--- src/rtl/uart_tx_pkg.sv ---
// +---------------------------------------------------------------------------+
// | uart_tx_pkg : shared types and constants for the UART transmit engine      |
// | Revision    : 1.0                                                          |
// +---------------------------------------------------------------------------+
`default_nettype none

package uart_tx_pkg;

   typedef enum logic [2:0] {
      IDLE   = 3'd0,
      REQ    = 3'd1,
      START  = 3'd2,
      DATA   = 3'd3,
      PARITY = 3'd4,
      STOP   = 3'd5,
      DONE   = 3'd6
   } state_t;

   localparam logic [1:0] PAR_NONE = 2'b00;
   localparam logic [1:0] PAR_EVEN = 2'b01;
   localparam logic [1:0] PAR_ODD  = 2'b10;

   // Serial bits in one frame: start + data + optional parity + stop(s).
   function automatic int frame_bits(input int data_w, input logic par_en, input logic two_stop);
      return 1 + data_w + (par_en ? 1 : 0) + (two_stop ? 2 : 1);
   endfunction

endpackage

`default_nettype wire

--- src/rtl/uart_tx_engine_if.sv ---
// +---------------------------------------------------------------------------+
// | uart_tx_engine_if : host request / flow-control / line bundle for the TX   |
// | Revision          : 1.0                                                    |
// +---------------------------------------------------------------------------+
`default_nettype none

interface uart_tx_engine_if #(
   parameter int DATA_W = 8
);
   logic              en;
   logic              tx_start;
   logic [DATA_W-1:0] tx_data;
   logic [1:0]        par_mode;
   logic              two_stop;
   logic              CTS;
   logic              RTS;
   logic              tx;
   logic              busy;
   logic              baud_tick;
   logic              done;

   modport master (
      output en, tx_start, tx_data, par_mode, two_stop, CTS,
      input  RTS, tx, busy, baud_tick, done
   );

   modport slave (
      input  en, tx_start, tx_data, par_mode, two_stop, CTS,
      output RTS, tx, busy, baud_tick, done
   );
endinterface

`default_nettype wire

--- src/rtl/uart_baud_gen.sv ---
// +---------------------------------------------------------------------------+
// | uart_baud_gen : per-frame restartable bit-period divider                   |
// | Revision      : 1.0                                                        |
// +---------------------------------------------------------------------------+
`default_nettype none

module uart_baud_gen #(
   parameter int CLKS_PER_BAUD = 10
) (
   input  wire logic CLK,
   input  wire logic rst,
   input  wire logic i_clr,
   output logic      o_tick
);

   localparam int              c_cw   = $clog2(CLKS_PER_BAUD);
   localparam logic [c_cw-1:0] c_last = c_cw'(CLKS_PER_BAUD - 1);

   logic [c_cw-1:0] r_cnt;

   always_ff @(posedge CLK) begin
      if (rst || i_clr) begin
         r_cnt <= '0;
      end else if (r_cnt == c_last) begin
         r_cnt <= '0;
      end else begin
         r_cnt <= r_cnt + 1'b1;
      end
   end

   // Suppressed while held clear so no tick leaks out in idle/request phases.
   assign o_tick = ~i_clr & (r_cnt == c_last);

endmodule

`default_nettype wire

--- src/rtl/uart_tx_engine.sv ---
// +---------------------------------------------------------------------------+
// | uart_tx_engine : parametrised UART transmitter with RTS/CTS handshake      |
// | Revision       : 1.0                                                       |
// +---------------------------------------------------------------------------+
`default_nettype none

module uart_tx_engine
   import uart_tx_pkg::*;
#(
   parameter int DATA_W        = 8,
   parameter int CLKS_PER_BAUD = 10
) (
   input  wire logic       CLK,
   input  wire logic       rst,
   uart_tx_engine_if.slave bus
);

   localparam logic [2:0] c_st_idle   = IDLE;
   localparam logic [2:0] c_st_req    = REQ;
   localparam logic [2:0] c_st_start  = START;
   localparam logic [2:0] c_st_data   = DATA;
   localparam logic [2:0] c_st_parity = PARITY;
   localparam logic [2:0] c_st_stop   = STOP;
   localparam logic [2:0] c_st_done   = DONE;

   localparam int              c_bw       = $clog2(DATA_W);
   localparam logic [c_bw-1:0] c_last_bit = c_bw'(DATA_W - 1);

   logic [2:0]        r_state;
   logic [DATA_W-1:0] r_shreg;
   logic [c_bw-1:0]   r_bit_cnt;
   logic              r_par_en;
   logic              r_par_bit;
   logic              r_two_stop;
   logic              r_stop_cnt;
   logic              r_tx;
   logic              w_tick;
   logic              w_div_clr;

   // Divider only runs while a bit is on the line; it restarts with every start bit.
   assign w_div_clr = (r_state == c_st_idle) || (r_state == c_st_req) || (r_state == c_st_done);

   uart_baud_gen #(
      .CLKS_PER_BAUD(CLKS_PER_BAUD)
   ) u_baud (
      .CLK   (CLK),
      .rst   (rst),
      .i_clr (w_div_clr),
      .o_tick(w_tick)
   );

   always_ff @(posedge CLK) begin
      if (rst) begin
         r_state    <= c_st_idle;
         r_shreg    <= '0;
         r_bit_cnt  <= '0;
         r_par_en   <= 1'b0;
         r_par_bit  <= 1'b0;
         r_two_stop <= 1'b0;
         r_stop_cnt <= 1'b0;
         r_tx       <= 1'b1;
      end else begin
         case (r_state)
            c_st_idle: begin
               r_tx <= 1'b1;
               if (bus.en && bus.tx_start) begin
                  r_shreg    <= bus.tx_data;
                  r_par_en   <= (bus.par_mode == PAR_EVEN) || (bus.par_mode == PAR_ODD);
                  r_par_bit  <= (bus.par_mode == PAR_ODD) ? ~(^bus.tx_data) : ^bus.tx_data;
                  r_two_stop <= bus.two_stop;
                  r_state    <= c_st_req;
               end
            end
            c_st_req: begin
               if (!bus.en) begin
                  r_state <= c_st_idle;
               end else if (bus.CTS) begin
                  r_state <= c_st_start;
                  r_tx    <= 1'b0;
               end
            end
            c_st_start: begin
               if (w_tick) begin
                  r_state   <= c_st_data;
                  r_tx      <= r_shreg[0];
                  r_bit_cnt <= '0;
               end
            end
            c_st_data: begin
               if (w_tick) begin
                  if (r_bit_cnt == c_last_bit) begin
                     r_stop_cnt <= 1'b0;
                     if (r_par_en) begin
                        r_state <= c_st_parity;
                        r_tx    <= r_par_bit;
                     end else begin
                        r_state <= c_st_stop;
                        r_tx    <= 1'b1;
                     end
                  end else begin
                     r_bit_cnt <= r_bit_cnt + 1'b1;
                     r_shreg   <= r_shreg >> 1;
                     r_tx      <= r_shreg[1];
                  end
               end
            end
            c_st_parity: begin
               if (w_tick) begin
                  r_state    <= c_st_stop;
                  r_tx       <= 1'b1;
                  r_stop_cnt <= 1'b0;
               end
            end
            c_st_stop: begin
               if (w_tick) begin
                  if (r_two_stop && !r_stop_cnt) begin
                     r_stop_cnt <= 1'b1;
                  end else begin
                     r_state <= c_st_done;
                  end
               end
            end
            c_st_done: begin
               r_state <= c_st_idle;
            end
            default: begin
               r_state <= c_st_idle;
               r_tx    <= 1'b1;
            end
         endcase
      end
   end

   assign bus.tx        = r_tx;
   assign bus.busy      = (r_state != c_st_idle);
   assign bus.RTS       = (r_state != c_st_idle);
   assign bus.done      = (r_state == c_st_done);
   assign bus.baud_tick = w_tick;

endmodule

`default_nettype wire

--- src/flat_wrapper.sv ---
// flat-port wrapper written by rule: the top's interface ports become plain ports
module uart_tx_engine_flat import uart_tx_pkg::*;
#(
   parameter int DATA_W        = 8,
   parameter int CLKS_PER_BAUD = 10
)
  (CLK, rst, bus_en, bus_tx_start, bus_tx_data, bus_par_mode, bus_two_stop, bus_CTS, bus_RTS, bus_tx, bus_busy, bus_baud_tick, bus_done);
  uart_tx_engine_if #(.DATA_W(DATA_W)) bus_i ();
  input  wire logic CLK;
  input  wire logic rst;
  input wire logic [$bits(bus_i.en)-1:0] bus_en;
  input wire logic [$bits(bus_i.tx_start)-1:0] bus_tx_start;
  input wire logic [$bits(bus_i.tx_data)-1:0] bus_tx_data;
  input wire logic [$bits(bus_i.par_mode)-1:0] bus_par_mode;
  input wire logic [$bits(bus_i.two_stop)-1:0] bus_two_stop;
  input wire logic [$bits(bus_i.CTS)-1:0] bus_CTS;
  output wire logic [$bits(bus_i.RTS)-1:0] bus_RTS;
  output wire logic [$bits(bus_i.tx)-1:0] bus_tx;
  output wire logic [$bits(bus_i.busy)-1:0] bus_busy;
  output wire logic [$bits(bus_i.baud_tick)-1:0] bus_baud_tick;
  output wire logic [$bits(bus_i.done)-1:0] bus_done;
  assign bus_i.en = bus_en;
  assign bus_i.tx_start = bus_tx_start;
  assign bus_i.tx_data = bus_tx_data;
  assign bus_i.par_mode = bus_par_mode;
  assign bus_i.two_stop = bus_two_stop;
  assign bus_i.CTS = bus_CTS;
  assign bus_RTS = bus_i.RTS;
  assign bus_tx = bus_i.tx;
  assign bus_busy = bus_i.busy;
  assign bus_baud_tick = bus_i.baud_tick;
  assign bus_done = bus_i.done;
  uart_tx_engine #(.DATA_W(DATA_W), .CLKS_PER_BAUD(CLKS_PER_BAUD)) u_core (.CLK(CLK), .rst(rst), .bus(bus_i));
endmodule
--- config.mk ---
export PLATFORM = sky130hd
export DESIGN_NAME = uart_tx_engine_flat
export DESIGN_NICKNAME = d
export VERILOG_FILES = /design/src/rtl/uart_tx_pkg.sv /design/src/rtl/uart_tx_engine_if.sv /design/src/rtl/uart_baud_gen.sv /design/src/rtl/uart_tx_engine.sv /design/src/flat_wrapper.sv
export SDC_FILE = /design/constraint.sdc
export NUM_CORES = 1
export LEC_CHECK = 0
export ABC_AREA = 1
export ABC_CLOCK_PERIOD_IN_PS = 2090
export BUFFER_PORTS_ARGS = -buffer_cell sky130_fd_sc_hd__buf_2
export CAP_MARGIN = 20
export CORE_ASPECT_RATIO = 1.1
export CORE_UTILIZATION = 55
export DETAILED_ROUTE_END_ITERATION = 7
export PLACE_DENSITY = 0.77
export SYNTH_ARGS = -nofsm -noshare
export SYNTH_HDL_FRONTEND = slang
export SYNTH_HIERARCHICAL = 1
export SYNTH_SLANG_ARGS = --single-unit
--- constraint.sdc ---
create_clock -name CLK -period 2.09 [get_ports CLK]
set_clock_uncertainty 0.1 [all_clocks]
set_input_delay 0.209 -clock CLK [delete_from_list [all_inputs] [get_ports CLK]]
set_output_delay 0.209 -clock CLK [all_outputs]
set_load 0.02 [all_outputs]
# Word-level counts from Yosys, hierarchy flattened

Cells that the tools add are included.

Div/mod/pow operators: 0
Shift operators: 0
$add $sub $neg: 2
Mux-type cells: 34
Eq/ne operators: 22
$lt $le $gt $ge: 0
Reduce and logical (&&, ||, !) cells: 21
Multipliers: 0
Bitwise logic cells: 4

Operator list:

| kind                  | number |
|---|---|
| $mux W3               | 12 |
| $mux W8               | 3 |
| $ne A2 B2 Y1 const B  | 9 |
| $pmux W3 S6           | 1 |
| $pmux W8 S2           | 1 |
| $mux W1               | 14 |
| $eq A3 B3 Y1 const B  | 4 |
| $reduce_and A6 Y1     | 2 |
| $reduce_and A4 Y1     | 2 |
| $reduce_and A8 Y1     | 1 |
| $reduce_xor A8 Y1     | 1 |
| $eq A3 B2 Y1 const B  | 2 |
| $pmux W3 S2           | 1 |
| $reduce_bool A3 Y1    | 2 |
| $pmux W1 S5           | 1 |
| $add A4 B1 Y4 const B | 1 |
| $eq A4 B4 Y1 const B  | 1 |
| $logic_or A1 B1 Y1    | 4 |
| $ne A2 B1 Y1 const B  | 2 |
| $reduce_bool A2 Y1    | 2 |
| $reduce_or A2 Y1      | 2 |
| $add A3 B1 Y3 const B | 1 |
| $eq A3 B1 Y1 const B  | 1 |
| $logic_not A3 Y1      | 1 |
| other kinds (9)       | 12 |

Bits in latches: 0
Memories kept: 0
Flip-flop bits (word level): 23
Bits in writable memories: 0
Logic and storage cells: 92
Bits in read-only memories: 0
Input port bits: 16

# Longest topological paths before layout

Gate-level depths: netlist of run 1.

Depth after elaboration: 7
Gate-level depth with buffers: 14

# Modules after synthesis

The synthesis of run 1 kept the hierarchy.

By module, submodules not included:

| module         | cells an instance | instances | area each (um^2) |
|---|---|---|---|
| uart_tx_engine | 225               | 1         | 1325.0 |
| uart_baud_gen  | 22                | 1         | 178.9 |

# Least setup slack after synthesis of run 1

No wires, ideal clock.

Kind: register -> register
Start point: register u_core.r_state[0]
End point: register u_core.r_shreg[3]
Cell stages (with the launch flop): 14
Data required time: 1.877 ns
Path buffers: 2
Data arrival time: 1.921 ns
Clock period less this slack: 2.133 ns
Slack: -0.043 ns
Cells stage by stage: dfxtp_1 buf_2 inv_2 nand2_1 o21ai_0 nor2_1 inv_1 nand2_2 nand2_1 a21oi_4 buf_6 nand2_1 nand2_1 nor2_1

Cells in the longest elaborated chain, start to end: 7
Elaborated cells between the ends (all ways): 14
Those cells by class: 6 x eq/ne; 1 x mux; 2 x bitwise; 5 x reduce/logical

RTL lines:

| element                                          | RTL line              | text |
|---|---|---|
| start: declaration                               | uart_tx_engine.sv:29  | `logic [2:0] r_state;` |
| start signal: assignment                         | uart_tx_engine.sv:54  | `r_state <= c_st_idle;` |
| start signal: assignment                         | uart_tx_engine.sv:71  | `r_state <= c_st_req;` |
| start signal: assignment                         | uart_tx_engine.sv:76  | `r_state <= c_st_idle;` |
| $eq A3 B1 Y1 or $logic_not A3 Y1 (tied branches) | uart_tx_engine.sv:41  | `assign w_div_clr = (r_state == c_st_idle) \|\| (r_state == c_st_req) \|\| (r_state == c_st_done);` |
| $logic_or A1 B1 Y1                               | uart_tx_engine.sv:41  |  |
| $logic_or A1 B1 Y1 *                             | uart_tx_engine.sv:41  |  |
| via u_core.w_div_clr                             | uart_tx_engine.sv:38  | `logic w_div_clr;` |
| $not A1 Y1 *                                     | uart_baud_gen.sv:32   | `assign o_tick = ~i_clr & (r_cnt == c_last);` |
| $and A1 B1 Y1 *                                  | uart_baud_gen.sv:32   |  |
| via bus_baud_tick                                | flat_wrapper.sv:20    | `output wire logic [$bits(bus_i.baud_tick)-1:0] bus_baud_tick;` |
| $ne A2 B2 Y1 (no source line) *                  | --                    |  |
| $reduce_and A4 Y1 (no source line) *             | --                    |  |
| end signal: assignment                           | uart_tx_engine.sv:67  | `r_shreg <= bus.tx_data;` |
| end signal: assignment                           | uart_tx_engine.sv:102 | `r_shreg <= r_shreg >> 1;` |
| end: declaration                                 | uart_tx_engine.sv:30  | `logic [DATA_W-1:0] r_shreg;` |

The timed path passes the listed nets; every way through them passes the cells marked *.
A chain may end at the register's enable or synchronous reset.

# Worst setup path after layout of run 1

Start point: register u_core.r_state[0]
End point: register u_core.r_state[0]

Cells in the longest elaborated chain, start to end: 7
Elaborated cells between the ends (all ways): 21
Those cells by class: 14 x eq/ne; 1 x mux; 2 x bitwise; 4 x reduce/logical

RTL lines:

| element                                          | RTL line |
|---|---|
| $eq A3 B1 Y1 or $logic_not A3 Y1 (tied branches) | uart_tx_engine.sv:41 |
| $logic_or A1 B1 Y1                               | uart_tx_engine.sv:41 |
| $logic_or A1 B1 Y1 *                             | uart_tx_engine.sv:41 |
| via u_core.w_div_clr                             | uart_tx_engine.sv:38 |
| $not A1 Y1 *                                     | uart_baud_gen.sv:32 |
| $and A1 B1 Y1 *                                  | uart_baud_gen.sv:32 |
| $ne A2 B2 Y1 (no source line)                    | -- |
| $reduce_and A8 Y1 (no source line) *             | -- |

Marked as above.

==> results of run 1 <==
## cell usage after synthesis (all sizes together)
cell	count	share of area (%)
o22ai	1	0.42
nand4	2	0.83
nand3	17	5.7
nor3	3	1.0
a21oi	9	3.7
clkbuf	1	0.25
inv	38	9.7
o211ai	1	0.50
buf	6	3.2
nor2	42	12
dfxtp	23	31
ha	6	5.0
nand2	85	22
o21ai	10	3.3
xnor2	3	1.7
## stage by stage
step / hold slack [ns] / total power, mW / std cells / util, %
CTS: 0.00310 / 1.68 / 299 / 64.9
global placement: 0.336 / 1.46 / 295 / 63.8
detailed placement: 0.342 / 1.47 / 295 / 63.8
floorplan: 0.178 / 1.34 / 247 / -
global route: 0.0480 / 1.90 / 301 / 66.1
finish: 0.0591 / 1.74 / 301 / 66.1
## cells by family (layout without fill, tap and decap cells)
kind of cell,count (synthesis),count (layout)
flip-flops,23,23
adder cells (fa/ha/maj),6,6
AND/OR/NAND/NOR,149,149
buffers and inverters,45,68
AO/OA/AOI/OAI,21,21
XOR/XNOR,3,3
## worst reg2reg max path, delay by kind of cell (launching register included)
| family | cells | cell delay [ns] |
|---|---|---|
| buf+inv | 2 | 0.19 |
| compound gates | 1 | 0.14 |
| simple gates | 9 | 0.99 |
| flops | 1 | 0.37 |
## cell type report
cell class | count | area (um^2)
timing repair buffer | 26 | 160
inverter | 38 | 145
sequential | 23 | 460
tap | 31 | 38.8
multi-input combinational | 179 | 850
fill | 249 | 863
clock buffer | 4 | 26.3
## flip-flops by register name, summed over array words and instances (netlist names)
signal	flops
u_core/bus.tx	1
u_core/r_bit_cnt	3
u_core/r_par_bit	1
u_core/r_par_en	1
u_core/r_shreg	8
u_core/r_state	3
u_core/r_stop_cnt	1
u_core/r_two_stop	1
u_core/u_baud/r_cnt	4
## power by group through the flow
stage / clock network (mW) / logic (mW) / registers (mW)
6_report: 0.208 / 0.926 / 0.605
3_5_place_dp: 0 / 0.853 / 0.616
4_1_cts: 0.219 / 0.856 / 0.605
3_3_place_gp: 0 / 0.850 / 0.613
2_1_floorplan: 0 / 0.732 / 0.603
5_1_grt: 0.230 / 1.05 / 0.618
## final timing paths
path                       start                  end  slack (ns)  cells after the start
max            u_core/r_state[0]    u_core/r_state[0]        0.24                     12
min                          rst  u_core/r_bit_cnt[1]        0.06                      2
max reg2reg    u_core/r_state[0]    u_core/r_state[0]        0.24                     12
min reg2reg  u_core/r_bit_cnt[1]  u_core/r_bit_cnt[1]        0.38                      2
## routing by layer
| layer | track usage [%] | up-vias |
|---|---|---|
| li1 | - | 799 |
| met1 | 32.3 | 644 |
| met2 | 35.2 | 39 |
| met3 | 3.52 | 4 |
| met4 | 8.88 | 0 |
| met5 | 0 | - |
## timing repair
action,4_1_cts,5_1_grt
hold buffers,0,1
endpoints found under the hold margin,0,1
setup buffers,0,1
endpoints found under the setup margin,0,9
==> run summary, run 1 <==
The critical path required time came out at roughly 2.3 ns. Leaving out fill and tap cells, the most frequent cell in the layout is nand2_1. The relative slew slack came out at 68.1%. The TritonCTS clock tree is yes. The final-report max-slew violation count is 0. The root buffer selected by CTS is clkbuf_4. The worst-case clock buffer depth came out at 2.

The sequential cell fraction of total power came out at 34.8%. The placed instance area is ~0.0016 mm^2. The clock-pin slew on the worst setup and hold paths came out at roughly 0.12 ns. The first detailed-routing pass took 4 iterations. In this run the worst hold path is classified as in -> reg.

Static timing analysis puts the maximum clock frequency at 539 MHz. The power density over cell area is between 1000 and 1500 mW/mm^2. The count of inserted antenna diode cells is 0. The final routed wirelength across all metal layers came out at between 3000 and 4000 um. Setup violations remaining at the end of the flow were counted as 0. The warning count from the yosys run came out at 6. In the final design database the tool counted ~300 nets.

The critical path contains buffers and inverters numbering 2 combined. The I/O pin total is 21. The path type of the worst setup path is reg -> reg. STA classifies the critical path startpoint as a register. The first-pass GRT wire length came out at between 5000 and 6000 um.

The detailed router put a total of 1570 um of wire on met1. The core area came out at 0.00254 mm^2. Timing analysis after detailed placement gives a worst setup slack of around 0.19 ns. The portion of the clock cycle consumed by the worst path in the final layout came out at 88.8%. Across the run, the number of max-cap violations was 0. The clock network accounts for roughly an eighth of the total power. The setup TNS after final layout came out at 0 ns. The total number of H-tree levels came out at 1. The worst ir drop on vdd came out at between 700 and 800 uV. The finished cells cover between 0.0015 and 0.002 mm^2. The kind of end point of the critical path is a register. The routed via count divided by cell count came out at slightly below 5. The flow ran to the end, and the final reports show no timing, DRC or antenna violations.

The count of cell types in the netlist is 24. The number of instances resized during post-cts repair came out at 0. The detailed-route wire length per cell is around 10 um.

Setup repair after global routing left no endpoint under its margin. The total number of vias is 1486. In the layout the commonest cells are nand2_1, nor2_1, inv_1, dfxtp_1, buf_2.

The smallest clock period supported by the final layout is computed as ~1.9 ns. The switching power as a share of total power is approximately 44%. The final weighted congestion in routability-driven placement came out at a little over 0.9. The net count after synthesis is ~270. By area, the combinational part of the netlist is dominated by simple AND/OR/NAND/NOR gates. The largest net degree at the start of global routing is 17. The number of buffers inserted during clock tree synthesis is 3. The starting utilization of the core area is between 50 and 60%. The number of global-route vias before repair was 1262. The kind of cell with the highest combined delay along the critical path is simple AND/OR/NAND/NOR gates.

The tree built by TritonCTS fans out to 23 sinks. The pin slew with the least headroom to its limit is 0.478 ns. The number of I/O port buffers is 20.

The cell count after synthesis came out at 247. The worst path setup slack after routing is around 0.24 ns. The site row count came out at 19.

Traced cell by cell, the critical path runs through inv_2 > nand2_1 > o21ai_0 > nor2_2 > inv_1 > nand2_2 > nand2_1 > nor2_1 > nand2_1 > nand2_1 > nand2_1 > nor2_1. The mean post-synth cell area is 6.09 um^2. The fraction of synthesized cell area in xor and xnor cells came out at 1.75%. The post-synthesis adder-cell area fraction came out at approximately 5%.

The post-detailed-route DRC marker count is 0. The cell with the most instances on the worst path is nand2_1. The insertion delay to the later sink of the worst-skew pair came out at 0.31 ns. The initial antenna violation count is 0.

The critical path's largest stage delay is 0.37 ns. The internal power is slightly below 1 mW. The sum of met3 wire segment lengths after detailed routing came out at 147 um.

After detailed routing, no signal wire sits above met4. The complex-gate fraction of the synthesized area came out at around 8%. The area share of and/or/nand/nor cells after synthesis came out at 41.6%. The die covers around 0.0029 mm^2. The multiplexer fraction of the synthesized cell area came out at 0%. The worst endpoint data arrival time is about 2.0 ns. The switching component of the power is 0.770 mW. Sequential cells were found to cover a little under a third of the synthesized design area. The maximum fanout count along the critical path is 5.

Combinational logic burns between 50% and 60% of the power. After global routing the overflow that remains totals 0. The combined area of all synthesized cells is 0.00150 mm^2.

The number of hold violations in the final report is 0. The slowest stage of the critical path belongs to the cell dfxtp_1. The detailed router's first-iteration violation count came out at 46. The area added between synthesis and finish is 11.7%. The met2 wire length came out at between 1000 and 1500 um. The total global routing track utilization came out at 23.2%. The half-perimeter wire length after detailed placement came out at 2350 um. The detail route stage leaves a number of antenna-violating nets equal to 0. The ratio of cells with drive above 1 in the final layout is around 14%. The die is a little over 50 um wide. The floorplan step set the die height to 56.8 um.

The flip-flop and latch count after synthesis came out at 23. The total leakage power is around 0.92 nW.
No activity file was read; power rests on OpenSTA's default activity.
==> run 2: changes to the inputs <==
Settings changed: CORE_ASPECT_RATIO 1.1 to 0.8, PLACE_DENSITY 0.77 to 0.79, REMOVE_ABC_BUFFERS set to 1.
==> run summary, run 2 (same netlist as run 1, synthesis figures left out) <==
The maximum fanout count along the critical path is 5 (unchanged). The starting utilization of the core area came out at 59.6% (was 59.1%). The detailed-route wire length per cell came out at 9.66 um (was 10.2 um). The pin slew with the least headroom to its limit is 0.445 ns (was 0.478 ns). The TritonCTS clock tree was yes (unchanged).

The routed via count divided by cell count is 4.66 (was 4.94). The class of the tightest hold or removal check was in -> reg (unchanged). The detailed router's first-iteration violation count is 72 (was 46). The worst endpoint data arrival time came out at 1.99 ns (was 2.01 ns). The total leakage power came out at 0.910 nW (was 0.919 nW). The register-to-register setup slack came out at 0.26 ns (was 0.24 ns).

The path type of the worst setup path was reg -> reg (unchanged). The area added between synthesis and finish is 11.6% (was 11.7%). The critical path required time was 2.24 ns (was 2.25 ns). The portion of the clock cycle consumed by the worst path in the final layout is 87.7% (was 88.8%). The final routed wirelength across all metal layers came out at 2940 um (was 3060 um).

The number of buffers inserted during clock tree synthesis is 3 (unchanged). The I/O pin total is 21 (unchanged). The final-report max-slew violation count came out at 0 (unchanged).

The minimum clock period after layout came to 1.83 ns (was 1.85 ns). The worst path setup slack after routing is 0.258 ns (was 0.235 ns). The setup-violating endpoint count in the final report is 0 (unchanged). Setup repair after global routing missed its margin: no (unchanged).

The worst hold slack after final layout came out at 0.0107 ns (was 0.0591 ns). The relative slew slack came to 70.3% (was 68.1%). The register name with the most flops was u_core/r_shreg (unchanged). The worst-case clock buffer depth came to 2 (unchanged). The power density over cell area was 1050 mW/mm^2 (was 1030 mW/mm^2). The most common cell after layout, fill and taps aside is nand2_1 (unchanged).

The core area came out at 0.00252 mm^2 (was 0.00254 mm^2). The clock-pin slew on the worst setup and hold paths came out at 0.13 ns (was 0.12 ns). The count of inserted antenna diode cells came out at 0 (unchanged). The max-capacitance violation count came out at 0 (unchanged).

The height of the chip came out at 48.8 um (was 56.8 um). The count of clock tree sinks is 23 (unchanged). The root buffer selected by CTS is clkbuf_4 (unchanged).

The largest net degree at the start of global routing came to 17 (unchanged). The site row count is 16 (was 19). The worst ir drop on vdd is 565 uV (was 754 uV).

The highest clock frequency the design can meet came out at 546 MHz (was 539 MHz). The worst setup slack after placement came out at 0.163 ns (was 0.185 ns). The area of the die is 0.00295 mm^2 (about the same). The number of I/O port buffers came out at 20 (unchanged).

The post-detailed-route DRC marker count was 0 (unchanged). The total number of vias came to 1418 (was 1486). Result of the run: complete, no violations (unchanged).

The number of cells traversed by the worst register-to-register path came out at 11 (was 12). The insertion delay to the later sink of the worst-skew pair is 0.31 ns (about the same). The critical path capture point is u_core/r_state[0] (unchanged).

The worst setup path startpoint is u_core/u_baud/r_cnt[0] (was u_core/r_state[0]). Largest registers: u_core/r_shreg x8, u_core/u_baud/r_cnt x4 (unchanged). The number of flip-flops in the largest register came to 8 (unchanged).

The half-perimeter wire length after detailed placement came out at 2270 um (was 2350 um). Most frequent cells in the layout: nand2_1, nor2_1, inv_1, dfxtp_1, buf_2 (unchanged). The number of antenna-violating nets in the routed design came out at 0 (unchanged). The source of the worst register-to-register timing path was u_core/u_baud/r_cnt[0] (was u_core/r_state[0]). The number of global-route vias before repair came out at 1238 (was 1262). The end of the worst register-to-register path is u_core/r_state[0] (unchanged).

The total number of H-tree levels came out at 1 (unchanged). The launching element type of the critical path is a register (unchanged). The final weighted congestion in routability-driven placement came to 0.939 (was 0.908). The x dimension of the die is 60.5 um (was 51.9 um). The first-pass iteration count of the detailed router is 4 (unchanged). The net count reported at finish was 291 (was 293). The first-pass GRT wire length is 4900 um (was 5210 um).

The kind of end point of the critical path is a register (unchanged). The ratio of cells with drive above 1 in the final layout came out at 16.0% (was 14.4%). The number of hold violations in the final report is 0 (unchanged). The total global routing track utilization is 22.0% (was 23.2%). The initial antenna violation count is 0 (unchanged). The total congestion overflow is 0 (unchanged).
==> run 2: cell types whose count changed in the layout (fill, tap and decap cells not counted), sizes merged <==
cell / before / now
buf: 25 / 24
clkbuf: 4 / 3
dlygate4sd3: 1 / 0
clkinvlp: 0 / 1
==> run 2: report_power, final <==
group	internal [mW]	leakage (nW)	switching (mW)	total (mW)
combinational	0.354	0.707	0.591	0.945
sequential	0.546	0.189	0.0631	0.609
clock	0.0730	0.0139	0.135	0.208
==> run 2: layout make-up <==
| class | instances | area [um^2] |
|---|---|---|
| multi-input cells | 179 | 852 |
| flip-flops and latches | 23 | 463 |
| clock buffers | 3 | 22.5 |
| repair buffers | 24 | 143 |
| clock inverters | 1 | 7.51 |
| fillers | 243 | 845 |
| inverters | 38 | 145 |
| well taps | 36 | 45.0 |
==> run 2: timing repair <==
item,in CTS,in global routing
gates resized for setup,0,6
hold buffers,0,0
setup endpoints to repair,0,11
hold endpoints to repair,0,0
setup buffers,0,1
==> run 2: worst min-delay path by stage <==
stage,startpoint,cells after the start,slack (ns),end
2_1_floorplan,rst,1,0.18,u_core/r_bit_cnt[1]
5_1_grt,bus_two_stop,3,0.04,u_core/r_two_stop
4_1_cts,bus_two_stop,3,0.004,u_core/r_two_stop
6_report,bus_two_stop,3,0.01,u_core/r_two_stop
3_5_place_dp,bus_two_stop,3,0.34,u_core/r_two_stop
3_3_place_gp,bus_two_stop,3,0.34,u_core/r_two_stop
==> run 2: through the flow <==
| step | utilization, % | total power [mW] | cells | TNS, ns | area, um^2 |
|---|---|---|---|---|---|
| 2_1_floorplan | - | 1.26 | 240 | -0.423 | 1450 |
| 3_3_place_gp | 64.2 | 1.46 | 299 | 0 | 1620 |
| 3_5_place_dp | 64.2 | 1.47 | 299 | 0 | 1620 |
| 4_1_cts | 65.4 | 1.69 | 303 | 0 | 1650 |
| 5_1_grt | 66.5 | 1.93 | 304 | 0 | 1680 |
| 6_report | 66.5 | 1.76 | 304 | 0 | 1680 |
==> run 2: critical path, cell delays in order, from the launching register on <==
cell and delay (ns):
dfxtp_1 0.42, ha_1 0.17, nand2_1 0.08, nor2_1 0.21
inv_2 0.09, nand2_2 0.09, nand2_1 0.11, nor2_2 0.18
nand2_2 0.11, nand2_1 0.08, nand2_1 0.04, nor2_1 0.09
==> run 2: per-layer routing <==
metal	wire length (um)	GRT usage, %	vias up
met3	146	6.10	4
met4	31	6.44	0
met2	1200	34.1	39
met1	1560	29.6	580
met5	0	0	-
li1	-	-	795
